$ cat config.mk
export PLATFORM = sky130hd
export DESIGN_NAME = timer_counter
export DESIGN_NICKNAME = d
export VERILOG_FILES = /design/src/rtl/timer_pkg.sv /design/src/rtl/timer_prescaler.sv /design/src/rtl/timer_counter.sv
export SDC_FILE = /design/constraint.sdc
export NUM_CORES = 1
export LEC_CHECK = 0
export BUFFER_PORTS_ARGS = -buffer_cell sky130_fd_sc_hd__buf_2
export CAP_MARGIN = 25
export CORE_MARGIN = 10
export CORE_UTILIZATION = 57
export CTS_BUF_LIST = sky130_fd_sc_hd__clkbuf_4 sky130_fd_sc_hd__clkbuf_8
export DETAILED_ROUTE_END_ITERATION = 7
export MAX_ROUTING_LAYER = met4
export PLACE_DENSITY = 0.81
export SLEW_MARGIN = 20
export SYNTH_ARGS = -nofsm -noshare
export SYNTH_HDL_FRONTEND = slang
export SYNTH_SLANG_ARGS = --single-unit
$ cat constraint.sdc
create_clock -name clk -period 2.74 [get_ports clk]
set_input_delay 0.274 -clock clk [delete_from_list [all_inputs] [get_ports clk]]
set_output_delay 0.274 -clock clk [all_outputs]
set_load 0.02 [all_outputs]
$ cat src/rtl/timer_pkg.sv
// timer_pkg: shared definitions for the memory-mapped countdown timer.
//   - register word offsets (addr[3:2] of the byte address)
//   - CTRL bit positions and MODE encodings
//   - FSM state encoding
package timer_pkg;

  // Register word offsets
  localparam logic [1:0] REG_CTRL   = 2'd0;
  localparam logic [1:0] REG_PRESET = 2'd1;
  localparam logic [1:0] REG_COUNT  = 2'd2;

  // CTRL bit positions
  localparam int CTRL_EN      = 0;
  localparam int CTRL_MODE_LO = 1;
  localparam int CTRL_MODE_HI = 2;
  localparam int CTRL_IM      = 3;

  // MODE encodings (10/11 fall back to one-shot behaviour)
  localparam logic [1:0] MODE_ONESHOT    = 2'b00;
  localparam logic [1:0] MODE_AUTORELOAD = 2'b01;

  typedef enum logic [1:0] {
    IDLE = 2'd0,
    LOAD = 2'd1,
    CNT  = 2'd2,
    INT  = 2'd3
  } state_t;

endpackage

$ cat src/rtl/timer_prescaler.sv
// timer_prescaler: divides the clock into one-cycle count ticks.
// Ports:
//   clk, reset : clock, synchronous active-high reset
//   clear      : restart the division (counter back to 0)
//   enable     : advance the divider this cycle
//   tick       : high for the enabled cycle that completes PRESCALE cycles
// PRESCALE=1 gives a tick on every enabled cycle.
module timer_prescaler #(
  parameter int PRESCALE = 1
) (
  input  logic clk,
  input  logic reset,
  input  logic clear,
  input  logic enable,
  output logic tick
);

  localparam int PW = (PRESCALE > 1) ? $clog2(PRESCALE) : 1;
  localparam logic [PW-1:0] LAST = PW'(PRESCALE - 1);

  logic [PW-1:0] presc_reg;

  assign tick = enable && (presc_reg == LAST);

  always_ff @(posedge clk) begin
    if (reset || clear) begin
      presc_reg <= '0;
    end else if (enable) begin
      presc_reg <= tick ? '0 : presc_reg + 1'b1;
    end
  end

endmodule

$ cat src/rtl/timer_counter.sv
// timer_counter: programmable countdown timer on the CPU peripheral bus.
// Ports:
//   clk, reset : clock, synchronous active-high reset (clears all state)
//   addr       : word offset (0 CTRL, 1 PRESET, 2 COUNT, 3 reserved)
//   we         : write strobe, sampled on rising clk
//   wdata      : write data
//   rdata      : combinational read data for addr
//   irq        : interrupt request (flag gated by CTRL.IM)
// Modes: one-shot stops on expiry with a sticky flag; auto-reload
// reloads from PRESET and produces a single-cycle irq pulse.
module timer_counter
  import timer_pkg::*;
#(
  parameter int PRESCALE = 1,
  parameter int CNT_W    = 32
) (
  input  logic        clk,
  input  logic        reset,
  input  logic [1:0]  addr,
  input  logic        we,
  input  logic [31:0] wdata,
  output logic [31:0] rdata,
  output logic        irq
);

  state_t           state_reg, state_next;
  logic [3:0]       ctrl_reg, ctrl_next;
  logic [CNT_W-1:0] preset_reg, preset_next;
  logic [CNT_W-1:0] count_reg, count_next;
  logic             irq_flag_reg, irq_flag_next;

  logic presc_clear;
  logic presc_en;
  logic tick;
  logic auto_mode;

  assign auto_mode   = (ctrl_reg[CTRL_MODE_HI:CTRL_MODE_LO] == MODE_AUTORELOAD);
  assign presc_clear = (state_reg == LOAD);
  assign presc_en    = (state_reg == CNT) && ctrl_reg[CTRL_EN];

  timer_prescaler #(
    .PRESCALE(PRESCALE)
  ) u_prescaler (
    .clk   (clk),
    .reset (reset),
    .clear (presc_clear),
    .enable(presc_en),
    .tick  (tick)
  );

  always_ff @(posedge clk) begin
    if (reset) begin
      state_reg    <= IDLE;
      ctrl_reg     <= '0;
      preset_reg   <= '0;
      count_reg    <= '0;
      irq_flag_reg <= 1'b0;
    end else begin
      state_reg    <= state_next;
      ctrl_reg     <= ctrl_next;
      preset_reg   <= preset_next;
      count_reg    <= count_next;
      irq_flag_reg <= irq_flag_next;
    end
  end

  always_comb begin
    state_next    = state_reg;
    ctrl_next     = ctrl_reg;
    preset_next   = preset_reg;
    count_next    = count_reg;
    irq_flag_next = irq_flag_reg;

    case (state_reg)
      IDLE: begin
        if (ctrl_reg[CTRL_EN]) state_next = LOAD;
      end
      LOAD: begin
        if (ctrl_reg[CTRL_EN]) begin
          count_next = preset_reg;
          state_next = CNT;
        end else begin
          state_next = IDLE;
        end
      end
      CNT: begin
        if (!ctrl_reg[CTRL_EN]) begin
          state_next = IDLE;
        end else if (tick) begin
          // Expiry is detected one tick after reaching zero, so count
          // never wraps below zero.
          if (count_reg != '0) begin
            count_next = count_reg - 1'b1;
          end else begin
            state_next    = INT;
            irq_flag_next = 1'b1;
          end
        end
      end
      INT: begin
        if (auto_mode) begin
          irq_flag_next = 1'b0;
          state_next    = LOAD;
        end else begin
          ctrl_next[CTRL_EN] = 1'b0;
          state_next         = IDLE;
        end
      end
      default: state_next = IDLE;
    endcase

    // CPU writes override FSM updates on the same edge.
    if (we) begin
      case (addr)
        REG_CTRL: begin
          ctrl_next     = wdata[3:0];
          irq_flag_next = 1'b0;
        end
        REG_PRESET: preset_next = CNT_W'(wdata);
        default: ;
      endcase
    end
  end

  always_comb begin
    rdata = '0;
    case (addr)
      REG_CTRL:   rdata = {28'b0, ctrl_reg};
      REG_PRESET: rdata = 32'(preset_reg);
      REG_COUNT:  rdata = 32'(count_reg);
      default:    rdata = '0;
    endcase
  end

  assign irq = irq_flag_reg & ctrl_reg[CTRL_IM];

endmodule

==> run_results.csv <==
group,metric,value,unit
logic_synthesis,yosysWarnings,0,
cells_and_area,num_antenna_cells,0,
drt,totalWireLength,12100,µm
clock_network,cts_setup_buffers,0,
critical_path,required,2.97,ns
min_path,min_to,"preset_reg[8]",
critical_path,path_cells,"nor4_4 > nand4_4 > o31ai_4 > and2_1 > buf_4 > o32ai_1",
cells_and_area,fin_util,66.6,%
critical_path,reg2reg_from,"count_reg[8]",
drt,met1_length,5440,µm
critical_path,crit_arrival,2.47,ns
logic_synthesis,synth_top_cell_by_area,"dfxtp_1",
critical_path,worst-path-buf-inv,1,
drt,drtIter0Drc,439,
drt,wl_per_cell,17.5,µm
logic_synthesis,synth.top_cell.area_share,34.6,%
power,power_frac_comb,6.7,%
drt,firstDrtPassIters,5,
power,switchingPower,0.510,mW
drt,antenna_left,0,
clock_network,cts-buffers-inserted,9,
critical_path,endpoint_kind,"flip-flop",
logic_synthesis,ys_ff_latch,72,
logic_synthesis,yosysMostFrequentCell,"nand2_1",
logic_synthesis,syn_area,4160,µm²
cells_and_area,drive_gt1_share,21.2,%
critical_path,r2r_cells,6,
die,dieArea,11100,µm²
drt,wl_met3,889,µm
sta,tns,0,ns
sta,slew_headroom,40.8,%
die,coreArea,7180,µm²
clock_network,ctsResizeCount,0,
cells_and_area,final_nets,628,
placed_design,place.gp.congestion,0.958,
sta,hold_viol_final,0,
placed_design,port_buffers,69,
min_path,worstHoldPathCells,3,
drt,vias_per_cell,6.25,
die,initial_core_util,58.0,%
critical_path,crit_fanout,19,
sta,finClkSkew,0.0108,ns
logic_synthesis,synthArstFlopShare,0,%
critical_path,slowest_delay,0.47,ns
power,leakagePower,1.90,nW
grt,antenna_found_initial,0,
sta,worst_pin_slew,0.886,ns
power,p_seq_share,47.5,%
drt,vias,4332,
drt,wl_met2,5590,µm
sta,drv_slew,0,
job,drv_cap,0,
die,core.rowCount,31,
logic_synthesis,synth.area.top_cells,"dfxtp_1, nand2_1, a21oi_1",
clock_network,cts_max_level,3,
die,io_pins,70,
die,die_w,105,µm
outcome,outcome,"finished clean",
clock_network,cts.reportedPaths.clkPinSlew,0.08,ns
power,power_density,475,nW/µm²
logic_synthesis,synth.distinct_cells,51,
logic_synthesis,syn-num-nets,580,
sta,final-setup-viol-count,0,
clock_network,clock_sinks,72,
sta,max_clock_freq,446,MHz
cells_and_area,syn_to_final_growth,14.9,%
logic_synthesis,ys_seq_area_share,34.6,%
critical_path,reg2reg_slack,0.50,ns
clock_network,clock_latency,0.35,ns
logic_synthesis,synth_edf_count,0,
sta,period_share,81.9,%
critical_path,worstReg2RegEnd,"count_reg[14]",
critical_path,crit_family,"simple AND/OR/NAND/NOR gates",
sta,period_needed,2.24,ns
drt,top_layer_used,"met4",
sta,whs,0.149,ns
drt,drc,0,
placed_design,dp.cells,677,
logic_synthesis,synth_top_cells_by_count,"nand2_1, a21oi_1, dfxtp_1",
clock_network,root_buffer,"clkbuf_8",
die,chipHeight,105,µm
min_path,holdCritPathClass,"in -> reg",
grt,grt_pass1_vias,4117,
critical_path,slowest_stage,"nor4_4",
cells_and_area,fin_cells,693,
logic_synthesis,postSynthCellCount,541,
power,finalPower,2.27,mW
sta,rsz0062_at_grt,"false",
critical_path,critPathKind,"reg -> reg",
min_path,holdCritStartpoint,"wdata[8]",
placed_design,hpwl,8070,µm
grt,grt_overflow_total,0,
clock_network,cts_tree,"yes",
power,p_sw_share,22.5,%
power,p_int,1.76,mW
logic_synthesis,synth-main-ff-cell,"dfxtp_1",
critical_path,start_kind,"flip-flop",
grt,grt_pass1_wl,20200,µm
clock_network,cts_max_path_buffers,2,
power,ir_drop,0.256,mV
grt,grt_max_degree,44,
logic_synthesis,avgSynthCellArea,7.69,µm²
power,pwr-share-clk,45.8,%
clock_network,cts_hold_buf,0,
grt,grt_usage,21.9,%
-- stage by stage --
step                      setup WS [ns]  area, µm²
after floorplan                   0.647       4160
after global placement            0.626       4530
after detailed placement          0.544       4530
after CTS                         0.530       4780
after global routing              0.387       4780
final                             0.496       4780
-- area by class of cell --
type,instances,area (µm²)
Clock buffer,11,145
Clock inverter,5,104
Fill cell,603,2400
Inverter,3,11.3
Multi-Input combinational cell,413,2450
Sequential cell,72,1440
Tap cell,99,124
Timing Repair Buffer,90,503
-- layout by cell type (no fill, tap or decap), types with 3 or more instances in the layout --
master,instances
a21oi_1,85
and2_1,5
a221o_1,4
buf_4,21
a31oi_1,4
clkbuf_8,10
a22o_1,27
nand3_1,4
nand2_1,116
nor3b_1,3
bufinv_16,3
nor4_4,3
or4_1,5
mux2i_1,7
nor2b_1,3
nor3_1,13
o21ai_0,7
nor4_1,8
buf_2,69
nor2_1,32
nand4_1,6
and3_1,6
a22oi_1,13
dfxtp_1,72
o32ai_1,27
-- worst reg2reg max path: stages, from the launching register on --
cell,delay (ns)
dfxtp_1,0.42
nor4_4,0.47
nand4_4,0.27
o31ai_4,0.36
and2_1,0.19
buf_4,0.27
o32ai_1,0.14
-- power groups by stage --
stage / registers [mW] / logic [mW] / clock network, mW
5_1_grt: 1.08 / 0.167 / 1.10
4_1_cts: 1.08 / 0.151 / 1.05
3_3_place_gp: 1.10 / 0.148 / 0
2_1_floorplan: 1.10 / 0.0948 / 0
3_5_place_dp: 1.10 / 0.150 / 0
6_report: 1.08 / 0.152 / 1.04
-- cell families (layout without fill, tap and decap cells) --
logic type | Yosys count | in the layout | share of synthesized area, %
AOI/OAI and AO/OA | 184 | 184 | 30.3
adders and majority gates | 2 | 2 | 0.601
DFF | 72 | 72 | 34.6
and+or+nand+nor | 220 | 220 | 26.2
muxes | 7 | 7 | 1.68
buffers and inverters | 56 | 109 | 6.64
-- how the worst max path moves through the flow --
stage	from	end	slack, ns	cells after the start
2_1_floorplan	count_reg[8]	count_reg[31]	0.65	7
3_3_place_gp	count_reg[8]	count_reg[31]	0.63	5
3_5_place_dp	count_reg[4]	count_reg[29]	0.54	5
4_1_cts	count_reg[4]	count_reg[29]	0.53	5
5_1_grt	count_reg[8]	count_reg[5]	0.39	6
6_report	count_reg[8]	count_reg[14]	0.50	6
-- per-layer routing --
layer  global-route usage [%]  vias to the layer above
met2                     34.0                      216
met5                        -                        -
li1                         -                     2089
met4                     8.73                        0
met3                     4.14                       19
met1                     27.6                     2008
No activity file was read; power rests on OpenSTA's default activity.
